<file path="src/rtl/seven_seg_pkg.sv">
// seven_seg_pkg
//   Shared definitions for the 4-digit multiplexed 7-segment bus: active-low
//   cathode patterns {a,b,c,d,e,f,g} for digits 0..9, active-low anode codes
//   per digit position, capture FSM states and small helper functions.
package seven_seg_pkg;

  localparam logic [6:0] SEG_0 = 7'b0000001;
  localparam logic [6:0] SEG_1 = 7'b1001111;
  localparam logic [6:0] SEG_2 = 7'b0010010;
  localparam logic [6:0] SEG_3 = 7'b0000110;
  localparam logic [6:0] SEG_4 = 7'b1001100;
  localparam logic [6:0] SEG_5 = 7'b0100100;
  localparam logic [6:0] SEG_6 = 7'b0100000;
  localparam logic [6:0] SEG_7 = 7'b0001111;
  localparam logic [6:0] SEG_8 = 7'b0000000;
  localparam logic [6:0] SEG_9 = 7'b0000100;

  localparam logic [3:0] ANODE_D0    = 4'b0111;
  localparam logic [3:0] ANODE_D1    = 4'b1011;
  localparam logic [3:0] ANODE_D2    = 4'b1101;
  localparam logic [3:0] ANODE_D3    = 4'b1110;
  localparam logic [3:0] ANODE_BLANK = 4'b1111;

  typedef enum logic [2:0] {
    ST_WAIT_D0 = 3'd0,
    ST_GOT_D0  = 3'd1,
    ST_GOT_D1  = 3'd2,
    ST_GOT_D2  = 3'd3,
    ST_COMMIT  = 3'd4
  } capture_state_e;

  function automatic logic anode_is_onehot(input logic [3:0] anode);
    return (anode == ANODE_D0) || (anode == ANODE_D1) ||
           (anode == ANODE_D2) || (anode == ANODE_D3);
  endfunction

  function automatic logic [1:0] anode_position(input logic [3:0] anode);
    logic [1:0] pos;
    case (anode)
      ANODE_D1: pos = 2'd1;
      ANODE_D2: pos = 2'd2;
      ANODE_D3: pos = 2'd3;
      default:  pos = 2'd0;
    endcase
    return pos;
  endfunction

  function automatic logic [6:0] bcd_pair_to_bin(input logic [3:0] tens, input logic [3:0] ones);
    return 7'(tens) * 7'd10 + 7'(ones);
  endfunction

endpackage

</file>
<file path="src/rtl/seven_segment_pattern_decoder.sv">
// seven_segment_pattern_decoder
//   Combinational decode of an active-low {a..g} cathode pattern to BCD.
//   Ports:
//     pattern  in  7  cathode pattern, active-low
//     valid    out 1  pattern is one of the ten digit glyphs
//     bcd      out 4  decoded digit (0 when not valid)
module seven_segment_pattern_decoder
  import seven_seg_pkg::*;
(
  input  logic [6:0] pattern,
  output logic       valid,
  output logic [3:0] bcd
);

  always_comb begin
    valid = 1'b1;
    bcd   = 4'd0;
    case (pattern)
      SEG_0:   bcd = 4'd0;
      SEG_1:   bcd = 4'd1;
      SEG_2:   bcd = 4'd2;
      SEG_3:   bcd = 4'd3;
      SEG_4:   bcd = 4'd4;
      SEG_5:   bcd = 4'd5;
      SEG_6:   bcd = 4'd6;
      SEG_7:   bcd = 4'd7;
      SEG_8:   bcd = 4'd8;
      SEG_9:   bcd = 4'd9;
      default: valid = 1'b0;
    endcase
  end

endmodule

</file>
<file path="src/rtl/seven_segment_capture.sv">
// seven_segment_capture
//   Monitors a 4-digit multiplexed 7-segment bus (active-low anodes and
//   cathodes), samples each digit once it has settled, decodes it and rebuilds
//   MM:SS as binary minutes/seconds, flagging protocol errors.
//   Optional macro SEVEN_SEG_CAPTURE_SYNC_EN: inputs pass a 2-flop synchroniser
//   (reset to blank) before the settle logic, adding 2 cycles of latency.
//   Ports:
//     clock, reset (async, active-high)
//     anode_in[3:0], segment_in[6:0]   observed display pins
//     minutes[6:0], seconds[6:0]       last committed time, binary
//     frame_valid                      pulse, time updated this cycle
//     pattern_error, seq_error, timeout_error   one-cycle error pulses
//     range_error                      level, seconds > 59 on last commit
//
//   state      | meaning
//   WAIT_D0    | hunting for d0 (minutes tens); other digits discarded
//   GOT_D0     | d0 stored, expecting d1
//   GOT_D1     | d1 stored, expecting d2
//   GOT_D2     | d2 stored, expecting d3
//   COMMIT     | outputs just loaded, frame_valid high for this cycle
module seven_segment_capture
  import seven_seg_pkg::*;
#(
  parameter int SETTLE_CYCLES  = 4,
  parameter int TIMEOUT_CYCLES = 262144
) (
  input  logic       clock,
  input  logic       reset,
  input  logic [3:0] anode_in,
  input  logic [6:0] segment_in,
  output logic [6:0] minutes,
  output logic [6:0] seconds,
  output logic       frame_valid,
  output logic       pattern_error,
  output logic       seq_error,
  output logic       range_error,
  output logic       timeout_error
);

  localparam int SETTLE_W  = $clog2(SETTLE_CYCLES);
  localparam int TIMEOUT_W = $clog2(TIMEOUT_CYCLES);

  logic [3:0] anode_s;
  logic [6:0] segment_s;

`ifdef SEVEN_SEG_CAPTURE_SYNC_EN
  logic [3:0] anode_meta, anode_sync;
  logic [6:0] segment_meta, segment_sync;

  always_ff @(posedge clock or posedge reset) begin
    if (reset) begin
      anode_meta   <= ANODE_BLANK;
      anode_sync   <= ANODE_BLANK;
      segment_meta <= '1;
      segment_sync <= '1;
    end else begin
      anode_meta   <= anode_in;
      anode_sync   <= anode_meta;
      segment_meta <= segment_in;
      segment_sync <= segment_meta;
    end
  end

  assign anode_s   = anode_sync;
  assign segment_s = segment_sync;
`else
  assign anode_s   = anode_in;
  assign segment_s = segment_in;
`endif

  logic [3:0]           anode_prev;
  logic [6:0]           segment_prev;
  logic [SETTLE_W-1:0]  settle_cnt;
  logic [TIMEOUT_W-1:0] timeout_cnt;
  logic                 changed, onehot, sample, timeout_hit;

  assign changed = (anode_s != anode_prev) || (segment_s != segment_prev);
  assign onehot  = anode_is_onehot(anode_s);
  // The counter reaches SETTLE_CYCLES-1 at this edge; it then saturates so a
  // long dwell produces only one sample.
  assign sample  = !changed && onehot && (settle_cnt == SETTLE_W'(SETTLE_CYCLES - 2));
  // A sample in the terminal cycle takes precedence over the timeout.
  assign timeout_hit = !sample && (timeout_cnt == TIMEOUT_W'(TIMEOUT_CYCLES - 1));

  always_ff @(posedge clock or posedge reset) begin
    if (reset) begin
      anode_prev   <= ANODE_BLANK;
      segment_prev <= '1;
      settle_cnt   <= '0;
      timeout_cnt  <= '0;
    end else begin
      anode_prev   <= anode_s;
      segment_prev <= segment_s;
      if (changed || !onehot)
        settle_cnt <= '0;
      else if (settle_cnt != SETTLE_W'(SETTLE_CYCLES - 1))
        settle_cnt <= settle_cnt + SETTLE_W'(1);
      if (sample || timeout_hit)
        timeout_cnt <= '0;
      else
        timeout_cnt <= timeout_cnt + TIMEOUT_W'(1);
    end
  end

  logic       digit_valid;
  logic [3:0] digit_bcd;
  logic [1:0] digit_pos;

  seven_segment_pattern_decoder u_decoder (
    .pattern (segment_s),
    .valid   (digit_valid),
    .bcd     (digit_bcd)
  );

  assign digit_pos = anode_position(anode_s);

  capture_state_e state, state_next;
  logic [3:0] digit0, digit1, digit2;
  logic [1:0] expected_pos;
  logic       store0, store1, store2, load_time;
  logic       pattern_next, seq_next, timeout_next;
  logic [6:0] seconds_next;

  assign seconds_next = bcd_pair_to_bin(digit2, digit_bcd);

  always_comb begin
    state_next   = state;
    expected_pos = 2'd0;
    store0       = 1'b0;
    store1       = 1'b0;
    store2       = 1'b0;
    load_time    = 1'b0;
    pattern_next = 1'b0;
    seq_next     = 1'b0;
    timeout_next = 1'b0;

    case (state)
      ST_GOT_D0: expected_pos = 2'd1;
      ST_GOT_D1: expected_pos = 2'd2;
      ST_GOT_D2: expected_pos = 2'd3;
      default:   expected_pos = 2'd0;
    endcase

    if (sample) begin
      if (!digit_valid) begin
        pattern_next = 1'b1;
        state_next   = ST_WAIT_D0;
      end else if (digit_pos == expected_pos) begin
        case (digit_pos)
          2'd0: begin store0 = 1'b1; state_next = ST_GOT_D0; end
          2'd1: begin store1 = 1'b1; state_next = ST_GOT_D1; end
          2'd2: begin store2 = 1'b1; state_next = ST_GOT_D2; end
          default: begin load_time = 1'b1; state_next = ST_COMMIT; end
        endcase
      end else if (state == ST_WAIT_D0 || state == ST_COMMIT) begin
        state_next = ST_WAIT_D0;
      end else begin
        // Out of order; a fresh d0 restarts the frame rather than being lost.
        seq_next = 1'b1;
        if (digit_pos == 2'd0) begin
          store0     = 1'b1;
          state_next = ST_GOT_D0;
        end else begin
          state_next = ST_WAIT_D0;
        end
      end
    end else if (timeout_hit) begin
      timeout_next = 1'b1;
      state_next   = ST_WAIT_D0;
    end else if (state == ST_COMMIT) begin
      state_next = ST_WAIT_D0;
    end
  end

  always_ff @(posedge clock or posedge reset) begin
    if (reset) begin
      state         <= ST_WAIT_D0;
      digit0        <= '0;
      digit1        <= '0;
      digit2        <= '0;
      minutes       <= '0;
      seconds       <= '0;
      range_error   <= 1'b0;
      pattern_error <= 1'b0;
      seq_error     <= 1'b0;
      timeout_error <= 1'b0;
    end else begin
      state         <= state_next;
      pattern_error <= pattern_next;
      seq_error     <= seq_next;
      timeout_error <= timeout_next;
      if (store0) digit0 <= digit_bcd;
      if (store1) digit1 <= digit_bcd;
      if (store2) digit2 <= digit_bcd;
      if (load_time) begin
        minutes     <= bcd_pair_to_bin(digit0, digit1);
        seconds     <= seconds_next;
        range_error <= (seconds_next > 7'd59);
      end
    end
  end

  assign frame_valid = (state == ST_COMMIT);

endmodule

</file>
<file path="config.mk">
export PLATFORM = sky130hd
export DESIGN_NAME = seven_segment_capture
export DESIGN_NICKNAME = d
export VERILOG_FILES = /design/src/rtl/seven_seg_pkg.sv /design/src/rtl/seven_segment_pattern_decoder.sv /design/src/rtl/seven_segment_capture.sv
export SDC_FILE = /design/constraint.sdc
export NUM_CORES = 1
export LEC_CHECK = 0
export CORE_MARGIN = 8
export CORE_UTILIZATION = 35
export CTS_BUF_LIST = sky130_fd_sc_hd__clkbuf_8
export DETAILED_ROUTE_END_ITERATION = 6
export MAX_ROUTING_LAYER = met4
export RECOVER_POWER = 100
export SETUP_SLACK_MARGIN = 0.1
export SKIP_LAST_GASP = 1
export SLEW_MARGIN = 20
export SYNTH_ARGS = -nofsm -noshare
export SYNTH_HDL_FRONTEND = slang
export SYNTH_HIERARCHICAL = 1
export SYNTH_SLANG_ARGS = --single-unit
export TNS_END_PERCENT = 5
</file>
<file path="constraint.sdc">
create_clock -name clock -period 4.4 [get_ports clock]
set_clock_uncertainty 0.15 [all_clocks]
set_input_delay 0.88 -clock clock [delete_from_list [all_inputs] [get_ports clock]]
set_output_delay 0.88 -clock clock [all_outputs]
set_load 0.02 [all_outputs]
</file>
==> flow_summary.ini, run 1 <==
[cells_and_area]
final-instance-count-excl-fill = 486
regArea_sq_um = 1620
n_fill_cell = 958
drive_gt1_share_pct = 17.3
syn_to_final_growth_pct = 17.8
antennaDiodeCount = 0
design_area_sq_um = 4160
final_core_util_pct = 42.5
nets = 384
multi_input_area_sq_um = 1760

[clock_network]
clk_path_buf_depth = 2
cts_tree = built
htree_levels = 3
cts_resized = 0
cts-root-buf = clkbuf_8
path_clk_slew_ns = 0.08
clkLatencyLatePin_ns = 0.35
post_cts_buffers = 0
hold_buffers = 0
clock-sinks = 64
cts_buffers = 9

[die]
rows = 36
die_w_um = 116
die_h_um = 116
core_area_sq_um = 9770
fp.dieArea_sq_um = 13600
initial_core_util_pct = 36.1
io_pins = 32

[drt]
detail_route.wirelength_um = 6840
ant_nets = 0
via_per_inst = 4.71
wl_per_cell_um = 14.1
drt-initial-drc-count = 86
drc = 0
vias = 2291
dr.pass1.iters = 4

[placement]
gp_congestion = 0.788
dp.cells = 470
pre_cts_ws_ns = 0.313
dpl-instance-area_sq_um = 3990
dp_hpwl_um = 5030
io_buffers = 31

[timing]
tightestPinTransition_ns = 1.38
rsz0062_at_grt = false
max_slew_margin_pct = 8.23
maxSlewViolCount = 0
worst_hold_slack_ns = 0.340
finalWorstSetupSlack_ns = 0.544
post-route-period-util_pct = 87.6
max_freq_mhz = 259
hold_viol = 0
tns_ns = 0
finalSetupViolCount = 0
fin_crit_ns = 3.86

[synth]
ys_seq_elements = 64
avgSynthCellArea_sq_um = 11.4
yosysUniqueCellTypes = 56
synth_area_sq_um = 3530
ys_seq_area_share_pct = 45.8
async_flop_share_pct = 100
syn_nets = 345
yosysWarnings = 6
synthFlopType = dfrtp_1
synthesis.instances = 309
synth-edff-count = 0

[worst_setup_path]
cpMaxStageDelayCell = dlygate4sd3_1
start_kind = input port
required_ns = 4.48
crit_start = segment_in[3]
critPathArrivalTime_ns = 3.93
worstReg2RegStart = timeout_cnt[0]$_DFF_PP0_
critical_path.max_stage_delay_ns = 0.71
crit_chain = dlygate4sd3_1, or2_4, nor2_2, a311o_2, ha_1, fa_1, a21oi_1, nor2_1, xnor2_1, a311o_1, mux2_1
cp_top_family = compound AO/OA/AOI/OAI gates
cp-end-kind = flip-flop
critPathBufInv = 1
criticalPathCategory = input port to flip-flop
cp_max_fo = 8

[grt]
first_global_vias = 2439
grt_max_degree = 37
grt_pass1_wl_um = 11800
grt_overflow = 0
grt.total_usage_pct = 11.5
antenna_found_initial = 0

[run]
drv_cap = 0

[pwr]
finalPower_mw = 1.19
cellLeakagePower_nw = 1.97
power_density_nw_per_um2 = 286
vdd_drop_max_v = 0.000139

[hold_path]
worstHoldStart = minutes[6]$_DFFE_PP0P_
hp-class = flip-flop to flip-flop

[outcome]
status = completed
cell usage after synthesis, types with 2 or more instances:
| cell | n | share of area [%] |
|---|---|---|
| nor2b_1 | 2 | 0.35 |
| or2_2 | 2 | 0.35 |
| o22ai_1 | 2 | 0.35 |
| nand3_1 | 12 | 1.7 |
| inv_1 | 16 | 1.7 |
| nand2_1 | 10 | 1.1 |
| o21ai_0 | 4 | 0.57 |
| xor2_1 | 27 | 6.7 |
| nor3b_1 | 2 | 0.43 |
| nand4_1 | 5 | 0.89 |
| nand2b_1 | 2 | 0.35 |
| and3_1 | 5 | 0.89 |
| mux2_4 | 7 | 3.0 |
| mux2_2 | 18 | 5.7 |
| and4b_1 | 2 | 0.57 |
| nor2_1 | 31 | 3.3 |
| o21bai_1 | 2 | 0.43 |
| buf_6 | 2 | 0.64 |
| and2_1 | 2 | 0.35 |
| dfstp_2 | 11 | 8.2 |
| and4_1 | 3 | 0.74 |
| a21o_1 | 2 | 0.43 |
| fa_1 | 4 | 2.3 |
| buf_2 | 5 | 0.71 |
| a21oi_1 | 6 | 0.85 |
| nor4b_1 | 2 | 0.50 |
| ha_1 | 19 | 6.7 |
| dfrtp_1 | 53 | 38 |
| nor3_1 | 5 | 0.71 |
| nor4_1 | 7 | 1.2 |
| xnor2_1 | 14 | 3.5 |
kinds of logic (layout without fill, tap and decap cells):
| logic type | after synthesis | count (layout) | synth area share, % |
|---|---|---|---|
| AND/OR/NAND/NOR | 101 | 101 | 16.3 |
| flip-flops | 64 | 64 | 45.8 |
| XOR/XNOR | 41 | 41 | 10.2 |
| AO/OA/AOI/OAI | 29 | 29 | 6.31 |
| multiplexers | 26 | 26 | 9.01 |
| buffers and inverters | 25 | 69 | 3.37 |
| adder cells (fa/ha/maj) | 23 | 23 | 9.01 |
layout by cell type, fill, tap and decap left out, types with 5 or more instances in the layout:
cell and n:
nor4_1 7, nand3_1 12, and3_1 5, dfrtp_1 53
nand4_1 5, xor2_1 27, xnor2_1 14, a21oi_1 6
clkbuf_8 9, dfstp_2 11, mux2_1 7, dlygate4sd3_1 31
nor2_1 31, nor3_1 5, ha_1 19, inv_1 16
o21ai_0 5, mux2_2 18, nand2_1 10
routing by layer:
layer,track usage (%),wire [um],vias up
li1,-,-,1159
met1,14.4,3460,1091
met2,16.8,2990,32
met3,3.77,285,9
met4,4.67,108,0
met5,-,0,-
report_power, final:
part           leakage (nW)  switching [mW]  internal, mW
Sequential            0.832         0.00214         0.597
Clock                0.0964           0.251         0.267
Combinational          1.04          0.0440        0.0264
flip-flops by register name, summed over array words and instances (netlist names):
name	count
anode_prev	4
minutes	7
settle_cnt	2
digit2	4
seconds	7
state	3
timeout_error	1
digit1	4
pattern_error	1
digit0	4
seq_error	1
segment_prev	7
timeout_cnt	18
range_error	1
final timing paths:
path / cells past startpoint / endpoint / slack, ns
min reg2reg: 1 / minutes[6]$_DFFE_PP0P_ / 0.34
min in group asynchronous: 2 / timeout_cnt[11]$_DFF_PP0_ / 1.22
max in group asynchronous: 3 / segment_prev[2]$_DFF_PP1_ / 1.77
min: 1 / minutes[6]$_DFFE_PP0P_ / 0.34
max reg2reg: 7 / state[1]$_DFFE_PP0P_ / 1.68
max: 11 / range_error$_DFFE_PP0P_ / 0.54
final cells by class:
class                   count  share of cell area (%)
well taps                 133                    4.00
repair buffers             37                    8.37
multi-input cells         220                    42.4
inverters                  16                    1.44
flip-flops and latches     64                    38.9
clock inverters             7                    1.93
clock buffers               9                    2.98
Power figures use the tool's default switching activity.
==> run 2, diff against run 1 <==
SLEW_MARGIN = 30   (was 20)
==> results of run 2 <==
Final layout, timing and power as in run 1 (identical DEF).
==> run 3, diff against run 2 <==
HOLD_SLACK_MARGIN = 0.1   (was default)
==> results of run 3 <==
Final layout, timing and power as in run 1 (identical DEF).
